`config.mk`:
```
export PLATFORM = sky130hd
export DESIGN_NAME = pixel_timing_gen
export DESIGN_NICKNAME = d
export VERILOG_FILES = /design/src/rtl/pixel_timing_gen_pkg.sv /design/src/rtl/pixel_timing_gen_timing_axis.sv /design/src/rtl/pixel_timing_gen.sv
export SDC_FILE = /design/constraint.sdc
export NUM_CORES = 1
export LEC_CHECK = 0
export ABC_AREA = 0
export CELL_PAD_IN_SITES_DETAIL_PLACEMENT = 1
export CELL_PAD_IN_SITES_GLOBAL_PLACEMENT = 1
export CORE_MARGIN = 2
export CORE_UTILIZATION = 43
export CTS_CLUSTER_SIZE = 8
export DETAILED_ROUTE_END_ITERATION = 7
export PLACE_DENSITY_LB_ADDON = 0.1
export SYNTH_ARGS = -nofsm -noshare
export SYNTH_HDL_FRONTEND = slang
export SYNTH_HIERARCHICAL = 1
export SYNTH_SLANG_ARGS = --single-unit
```
`constraint.sdc`:
```
create_clock -name clock -period 6.2 [get_ports clock]
set_clock_uncertainty 0.05 [all_clocks]
set_input_delay 1.55 -clock clock [delete_from_list [all_inputs] [get_ports clock]]
set_output_delay 1.55 -clock clock [all_outputs]
set_load 0.005 [all_outputs]
```
`src/rtl/pixel_timing_gen_pkg.sv`:
```
// Shared counter width, default 1080p60 timing and a sync polarity helper
// for the pixel timing generator.
package pixel_timing_gen_pkg;

    localparam int COUNT_W         = 12;
    localparam int COUNT_MAX_TOTAL = 1 << COUNT_W;

    localparam int DEF_H_ACTIVE = 1920;
    localparam int DEF_H_FP     = 88;
    localparam int DEF_H_SYNC   = 44;
    localparam int DEF_H_BP     = 148;
    localparam int DEF_V_ACTIVE = 1080;
    localparam int DEF_V_FP     = 4;
    localparam int DEF_V_SYNC   = 5;
    localparam int DEF_V_BP     = 36;

    typedef logic [COUNT_W-1:0] count_t;

    // Decodes of the count value that will be presented after the coming edge.
    typedef struct packed {
        logic active;
        logic sync;
        logic first;
        logic last;
    } axis_decode_t;

    function automatic logic sync_level(input logic in_window, input logic active_high);
        return active_high ? in_window : ~in_window;
    endfunction

endpackage

```
`src/rtl/pixel_timing_gen_timing_axis.sv`:
```
// One timing axis: a wrapping position counter plus active/sync window decode
// of the next count, so a registered decode lines up with the registered count.
module timing_axis
    import pixel_timing_gen_pkg::*;
#(
    parameter int   ACTIVE           = DEF_H_ACTIVE,
    parameter int   FP               = DEF_H_FP,
    parameter int   SYNC             = DEF_H_SYNC,
    parameter int   BP               = DEF_H_BP,
    parameter logic SYNC_ACTIVE_HIGH = 1'b1
) (
    input  logic         clock,
    input  logic         reset,
    input  logic         i_step,
    output count_t       o_count,
    output logic         o_wrap,
    output axis_decode_t o_next
);

    localparam int     TOTAL      = ACTIVE + FP + SYNC + BP;
    localparam count_t LAST       = count_t'(TOTAL - 1);
    localparam count_t ACTIVE_END = count_t'(ACTIVE);
    localparam count_t SYNC_START = count_t'(ACTIVE + FP);
    localparam count_t SYNC_END   = count_t'(ACTIVE + FP + SYNC);

    if (TOTAL > COUNT_MAX_TOTAL) begin : g_total_too_large
        $error("timing_axis: total count exceeds counter range");
    end
    if (BP < 1) begin : g_back_porch_too_small
        $error("timing_axis: back porch must be at least 1");
    end

    count_t r_count;
    count_t w_count_next;
    logic   w_at_last;
    logic   w_sync_window;

    assign w_at_last = (r_count == LAST);
    assign o_wrap    = i_step & w_at_last;

    // Reset parks the counter on its last position so the first step lands on 0.
    always_comb begin
        w_count_next = r_count;
        if (reset) begin
            w_count_next = LAST;
        end else if (i_step) begin
            w_count_next = w_at_last ? '0 : r_count + count_t'(1);
        end
    end

    assign w_sync_window = (w_count_next >= SYNC_START) && (w_count_next < SYNC_END);

    always_comb begin
        o_next        = '0;
        o_next.active = (w_count_next < ACTIVE_END);
        o_next.sync   = sync_level(w_sync_window, SYNC_ACTIVE_HIGH);
        o_next.first  = (w_count_next == '0);
        o_next.last   = (w_count_next == LAST);
    end

    always_ff @(posedge clock) begin
        if (reset) begin
            r_count <= LAST;
        end else begin
            r_count <= w_count_next;
        end
    end

    assign o_count = r_count;

endmodule

```
`src/rtl/pixel_timing_gen.sv`:
```
// Raster timing generator: horizontal and vertical timing axes with registered
// sync, data-enable, line-end and frame-start strobes aligned to the counts.
module pixel_timing_gen
    import pixel_timing_gen_pkg::*;
#(
    parameter int H_ACTIVE         = DEF_H_ACTIVE,
    parameter int H_FP             = DEF_H_FP,
    parameter int H_SYNC           = DEF_H_SYNC,
    parameter int H_BP             = DEF_H_BP,
    parameter int V_ACTIVE         = DEF_V_ACTIVE,
    parameter int V_FP             = DEF_V_FP,
    parameter int V_SYNC           = DEF_V_SYNC,
    parameter int V_BP             = DEF_V_BP,
    parameter int SYNC_ACTIVE_HIGH = 1
) (
    input  logic               clock,
    input  logic               reset,
    input  logic               clockEnable,
    output logic [COUNT_W-1:0] hCount,
    output logic [COUNT_W-1:0] vCount,
    output logic               hSyncOut,
    output logic               vSyncOut,
    output logic               dataEnable,
    output logic               lineEnd,
    output logic               frameStart
);

    localparam logic POLARITY = (SYNC_ACTIVE_HIGH != 0);
    localparam int   H_TOTAL  = H_ACTIVE + H_FP + H_SYNC + H_BP;
    localparam int   V_TOTAL  = V_ACTIVE + V_FP + V_SYNC + V_BP;

    if (H_TOTAL > COUNT_MAX_TOTAL || V_TOTAL > COUNT_MAX_TOTAL) begin : g_total_check
        $error("pixel_timing_gen: H_TOTAL and V_TOTAL must not exceed 4096");
    end

    logic         w_h_wrap;
    logic         w_v_wrap;
    axis_decode_t w_h_next;
    axis_decode_t w_v_next;
    logic         w_unused;

    logic r_h_sync;
    logic r_v_sync;
    logic r_data_enable;
    logic r_line_end;
    logic r_frame_start;

    timing_axis #(
        .ACTIVE           (H_ACTIVE),
        .FP               (H_FP),
        .SYNC             (H_SYNC),
        .BP               (H_BP),
        .SYNC_ACTIVE_HIGH (POLARITY)
    ) u_h_axis (
        .clock   (clock),
        .reset   (reset),
        .i_step  (clockEnable),
        .o_count (hCount),
        .o_wrap  (w_h_wrap),
        .o_next  (w_h_next)
    );

    // The vertical axis steps once per line, on the enabled edge where hCount wraps.
    timing_axis #(
        .ACTIVE           (V_ACTIVE),
        .FP               (V_FP),
        .SYNC             (V_SYNC),
        .BP               (V_BP),
        .SYNC_ACTIVE_HIGH (POLARITY)
    ) u_v_axis (
        .clock   (clock),
        .reset   (reset),
        .i_step  (w_h_wrap),
        .o_count (vCount),
        .o_wrap  (w_v_wrap),
        .o_next  (w_v_next)
    );

    assign w_unused = &{1'b0, w_v_wrap, w_v_next.last};

    always_ff @(posedge clock) begin
        if (reset) begin
            r_h_sync      <= sync_level(1'b0, POLARITY);
            r_v_sync      <= sync_level(1'b0, POLARITY);
            r_data_enable <= 1'b0;
            r_line_end    <= 1'b1;
            r_frame_start <= 1'b0;
        end else begin
            r_h_sync      <= w_h_next.sync;
            r_v_sync      <= w_v_next.sync;
            r_data_enable <= w_h_next.active & w_v_next.active;
            r_line_end    <= w_h_next.last;
            r_frame_start <= w_h_next.first & w_v_next.first;
        end
    end

    assign hSyncOut   = r_h_sync;
    assign vSyncOut   = r_v_sync;
    assign dataEnable = r_data_enable;
    assign lineEnd    = r_line_end;
    assign frameStart = r_frame_start;

endmodule

```
==> results of run 1 <==
## area by class of cell
class | instances | area [sq um] | share of cell area [%]
multi-input combinational | 188 | 1290 | 54.0
sequential | 29 | 581 | 24.3
timing repair buffer | 31 | 310 | 13.0
clock buffer | 7 | 96.3 | 4.03
tap | 54 | 67.6 | 2.82
inverter | 11 | 41.3 | 1.73
clock inverter | 1 | 5.00 | 0.209
## worst max path at each step
stage,startpoint,endpoint,slack [ps]
finish,clockEnable,vSyncOut,1550
global route,clockEnable,vSyncOut,1370
CTS,clockEnable,vSyncOut,1570
detailed placement,clockEnable,vSyncOut,1290
global placement,clockEnable,vSyncOut,1360
floorplan,clockEnable,vSyncOut,2230
## power groups by stage
stage | Combinational [mW] | Sequential [mW] | Clock, mW
after floorplan | 0.118 | 0.223 | 0
after global placement | 0.159 | 0.238 | 0
after detailed placement | 0.161 | 0.238 | 0
after CTS | 0.162 | 0.234 | 0.181
after global routing | 0.179 | 0.239 | 0.191
final | 0.164 | 0.235 | 0.174
## cell usage in the layout (no fill, tap or decap), types with 7 or more instances in the layout
| cell | n |
|---|---|
| nand4_1 | 7 |
| nor2_1 | 23 |
| o21ai_0 | 10 |
| a21oi_1 | 8 |
| clkbuf_8 | 7 |
| inv_1 | 10 |
| xor2_1 | 7 |
| xnor2_1 | 14 |
| clkdlybuf4s50_1 | 31 |
| nand2_1 | 15 |
| dfxtp_1 | 29 |
| nor3_1 | 12 |
## worst reg2reg max path: stages, from the launching register on
cell and delay, ps:
dfxtp_1 490, ha_1 260, and2b_1 150, and4_1 700, nand3_2 250, or3_4 400
a211o_1 300, or4_4 470, a22oi_2 130, and2b_2 150
## sequential cells by signal, indices dropped and copies added, names as in the netlist
signal / cells
dataEnable: 1
frameStart: 1
hSyncOut: 1
lineEnd: 1
u_h_axis/o_count: 12
u_v_axis/o_count: 12
vSyncOut: 1
## metal layers
layer	share of wire [%]	GRT usage, %	vias to the layer above
li1	-	-	928
met1	51	33.6	899
met2	44	34.1	54
met3	4.1	5.11	4
met4	0.78	6.17	0
met5	0	0	-
==> key figures, run 1 <==
Run status
  • Status: finished clean

Power
  • Pwr Density: 239 nW/um^2
  • Sequential share of power: 40.9%
  • Pwr Total: approximately 570 uW
  • Logic pwr share: 28.6%
  • Peak supply drop: 0.121 mV
  • LEAKAGE: between 0.8 and 0.9 nW
  • Sw power: between 150 and 200 uW
  • P_int: 378 uW
  • Clock Power Share: 30.5%
  • Sw Share: about 34%

Routing
  • WL per Instance: 17.6 um
  • Initial DRT Pass Iterations: 4
  • DRC viols: 0
  • Drt via density: 5.87
  • ANT nets after route: 0
  • Vias: between 1.5k and 2k
  • Final WL: approximately 5600 um
  • Initial drt markers: 85

Setup path
  • Largest stage delay on the critical path: 710 ps
  • Worst flop-to-flop path endpoint: vSyncOut
  • Top delay family on crit path: simple AND/OR/NAND/NOR gates
  • Worst path required time: 6380 ps
  • Critical Path End Type: flop
  • WP depth: 9
  • CP most frequent cell: and4_1
  • Crit-path cells: clkdlybuf4s50_1 -> and4_1 -> and4_1 -> nand3_2 -> or3_4 -> a211o_1 -> or4_4 -> a22oi_2 -> and2b_2
  • Flop2flop setup slack: 2800 ps
  • Setup CP Type: in2reg
  • CP bufs+invs: 1
  • Reg2Reg Depth: 9
  • Crit path DAT: 4830 ps
  • Largest fanout on the critical path: 20
  • FF-to-FF Start: u_h_axis/o_count[0]
  • Startpoint types: input port
  • CP max stage cell: and4_1

Floorplanning
  • Cell Rows: 25
  • Die Footprint: 5290 sq um
  • Starting Density: between 40% and 50%
  • I/O Pins: 32
  • Die height: ~73 um
  • Core footprint: 4630 sq um
  • Die W: roughly 73 um

Timing
  • Period utilization: 74.9%
  • Slew margin rel.: 45.4%
  • Final setup fails: 0
  • Final setup TNS: 0 ps
  • Max Slew Vio Count: 0
  • Final setup margin: 1550 ps
  • Tmin final: 4650 ps
  • Slew @ Worst Pin: just over 800 ps
  • Fmax: 215 MHz
  • RSZ-0062 raised after global routing: false
  • Final hold vios: 0
  • Hold WS: 566 ps

Clock tree
  • Reg clk slew, reported paths: roughly 60 ps
  • CTS Buf Count: 5
  • Clk sinks: 29
  • Clk Latency, worst-skew pair: 280 ps
  • Setup Buffers After CTS: 0
  • Hold buffer count at CTS: 0
  • Root buffer cell: clkbuf_8
  • Clock Tree Buf Depth: 2
  • H-tree Lvls: 2
  • # resized after CTS: 0
  • CTS tree: done

Placed design
  • Final Wtd Congestion: 0.872
  • I/O Buffers: 31
  • Dpl ws: 1290 ps
  • Hpwl dp: a little over 4000 um
  • Area of placed instances: 2290 sq um
  • Cells after DPL: 313

Yosys
  • Yosys warnings: 6
  • Syn Std Cell Area: 2030 sq um
  • Gate Count Post-Synth: approximately 250
  • Syn Nets: approximately 250
  • Avg Synthesized Cell Area: about 8.3 sq um

Min path
  • Hold Path Origin: u_v_axis/o_count[8]
  • Endpoint with the worst hold slack: u_v_axis/o_count[8]
  • Hold Path Class: reg2reg
  • Worst hold stages: 2

Layout
  • Final Non-Filler Cells: 321
  • Filler cells: between 500 and 600
  • Syn-to-layout area delta: 17.9%
  • N_diodes: 0
  • Fin area: 2390 sq um
  • Final core occ: 51.7%
  • Layout cells sized above 1: approximately an eighth
  • Nets: 272

Global route
  • Number of global-route vias before repair: 1825
  • Largest net degree at the start of global routing: 26
  • GRT Total Usage: between 20% and 30%
  • Global-route wire length before repair: 9340 um
  • Initial antenna violation count: 0
  • Gr ovfl total: 0

Job
  • Max-Cap Viols: 0
Note: power is estimated with default switching activity, not from simulation.
==> inputs of run 2 (changes only) <==
--- a/config.mk
+++ b/config.mk
@@ -9,7 +9,7 @@
 export CELL_PAD_IN_SITES_DETAIL_PLACEMENT = 1
 export CELL_PAD_IN_SITES_GLOBAL_PLACEMENT = 1
 export CORE_MARGIN = 2
-export CORE_UTILIZATION = 43
+export CORE_UTILIZATION = 40
 export CTS_CLUSTER_SIZE = 8
 export DETAILED_ROUTE_END_ITERATION = 7
 export PLACE_DENSITY_LB_ADDON = 0.1
==> constraint.sdc (replaced) <==
create_clock -name clock -period 4.42 [get_ports clock]
set_clock_uncertainty 0.05 [all_clocks]
set_input_delay 1.105 -clock clock [delete_from_list [all_inputs] [get_ports clock]]
set_output_delay 1.105 -clock clock [all_outputs]
set_load 0.005 [all_outputs]
==> key figures, run 2 (synthesis gave the netlist of run 1 again) <==
Run status
  • Status: finished clean

Layout
  • Most frequent cells in the layout: clkdlybuf4s50_1, dfxtp_1, nor2_1
  • Nets: 275 (+1.1%)
  • Fin area: 2450 sq um (+2.4%)
  • Layout cells sized above 1: 13.3% (+0.97 points)
  • Syn-to-layout area delta: 20.7%
  • Final core occ: 50.9% (-0.82 points)
  • Final Non-Filler Cells: 337 (+5.0%)
  • N_diodes: 0 (unchanged)
  • Commonest non-fill, non-tap cell in the layout: clkdlybuf4s50_1

Timing
  • Slew margin rel.: 62.6% (+17 points)
  • Slew @ Worst Pin: 556 ps (-261 ps)
  • Tmin final: 3770 ps
  • Final setup TNS: 0 ps (unchanged)
  • Fmax: about 270 MHz
  • Final setup fails: 0 (unchanged)
  • RSZ-0062 raised after global routing: false
  • Max Slew Vio Count: 0 (unchanged)
  • Final setup margin: 651 ps (-902 ps)
  • Period utilization: 85.3%
  • Final hold vios: 0 (unchanged)
  • Hold WS: 566 ps (+0.00100 ps)

Clock tree
  • CTS Buf Count: 5 (unchanged)
  • CTS tree: done
  • Root buffer cell: clkbuf_8
  • Reg clk slew, reported paths: 70 ps (about the same)
  • Hold buffer count at CTS: 0 (unchanged)
  • Setup Buffers After CTS: 0 (unchanged)
  • # resized after CTS: 0 (unchanged)
  • H-tree Lvls: 2 (unchanged)
  • Clock Tree Buf Depth: 2 (unchanged)
  • Clk Latency, worst-skew pair: 290 ps (about the same)
  • Clk sinks: 29 (unchanged)

Power
  • Sw Share: 32.7% (-1.3 points)
  • Pwr Total: 856 uW (+49%)
  • P_int: 576 uW (+52%)
  • Sequential share of power: 38.5% (-2.4 points)
  • Pwr Density: 349 nW/um^2 (+46%)
  • Sw power: 280 uW (+44%)
  • Clock Power Share: 34.3% (+3.8 points)
  • Logic pwr share: 27.2% (-1.4 points)
  • LEAKAGE: 0.895 nW (+2.1%)
  • Peak supply drop: 0.214 mV (+76%)

Placed design
  • Final Wtd Congestion: 0.923 (+5.8%)
  • Cells after DPL: 329 (+5.1%)
  • Dpl ws: 393 ps (-893 ps)
  • Area of placed instances: 2330 sq um (+1.7%)
  • Hpwl dp: 4220 um (+4.4%)
  • I/O Buffers: 31 (unchanged)

Routing
  • Final WL: 5880 um (+4.0%)
  • ANT nets after route: 0 (unchanged)
  • DRC viols: 0 (unchanged)
  • Initial drt markers: 103 (+21%)
  • WL per Instance: 17.4 um (-0.94%)
  • Drt via density: 5.77 (-1.7%)
  • Initial DRT Pass Iterations: 4 (unchanged)
  • Vias: 1945 (+3.2%)

Min path
  • Hold Path Origin: u_v_axis/o_count[8]
  • Hold Path Class: reg2reg

Global route
  • Initial antenna violation count: 0 (unchanged)
  • Largest net degree at the start of global routing: 15 (-42%)
  • Global-route wire length before repair: 9270 um (-0.74%)
  • Number of global-route vias before repair: 1763 (-3.4%)
  • Gr ovfl total: 0 (unchanged)
  • GRT Total Usage: 21.9% (-1.2 points)

Setup path
  • Critical Path End Type: flop
  • Startpoint types: input port
  • Crit path DAT: 3950 ps (-880 ps)
  • Largest fanout on the critical path: 14 (-30%)
  • Setup CP Type: in2reg
  • FF-to-FF Start: u_h_axis/o_count[0]
  • CP Launch Point: clockEnable
  • Worst path required time: 4600 ps (-1780 ps)

Floorplanning
  • Die W: 75.3 um (+3.5%)
  • I/O Pins: 32 (unchanged)
  • Starting Density: 42.2% (-1.7 points)
  • Die height: 75.3 um (+3.5%)
  • Die Footprint: 5660 sq um (+7.1%)
  • Cell Rows: 25 (unchanged)
  • Core footprint: 4820 sq um (+4.1%)

Job
  • Max-Cap Viols: 0 (unchanged)
==> run 2: power groups by stage <==
stage / clock network (mW) / logic, mW / registers, mW
3_5_place_dp: 0 / 0.230 / 0.335
5_1_grt: 0.310 / 0.257 / 0.335
3_3_place_gp: 0 / 0.228 / 0.336
6_report: 0.293 / 0.233 / 0.330
2_1_floorplan: 0 / 0.165 / 0.313
4_1_cts: 0.300 / 0.233 / 0.330
==> run 2: layer usage <==
| layer | vias up | global-route usage, % | part of all wire, % |
|---|---|---|---|
| li1 | 932 | - | - |
| met1 | 948 | 34.4 | 51 |
| met2 | 59 | 30.5 | 42 |
| met3 | 6 | 4.15 | 5.8 |
| met4 | 0 | 4.87 | 0.89 |
| met5 | - | 0 | 0 |
==> run 2: area by class of cell <==
cell class | count | area, sq um
Clock buffer | 6 | 82.6
Sequential cell | 29 | 581
Tap cell | 67 | 83.8
Clock inverter | 2 | 37.5
Multi-Input combinational cell | 188 | 1290
Fill cell | 607 | 2370
Timing Repair Buffer | 34 | 333
Inverter | 11 | 41.3
==> run 2: worst paths after layout <==
path                                            end  slack, ps  depth (start not counted)
worst max-delay path                       vSyncOut        650                          9
worst min-delay path            u_v_axis/o_count[8]        570                          2
worst min register to register  u_v_axis/o_count[8]        570                          2
worst max register to register             vSyncOut       1200                          9
==> run 2: critical path, stage by stage <==
cell and delay (ps):
clkdlybuf4s50_1 480, and4_1 180, and4_1 530, nand3_2 210
or3_4 390, a211o_1 290, or4_4 480, a22oi_2 120
and2b_2 150
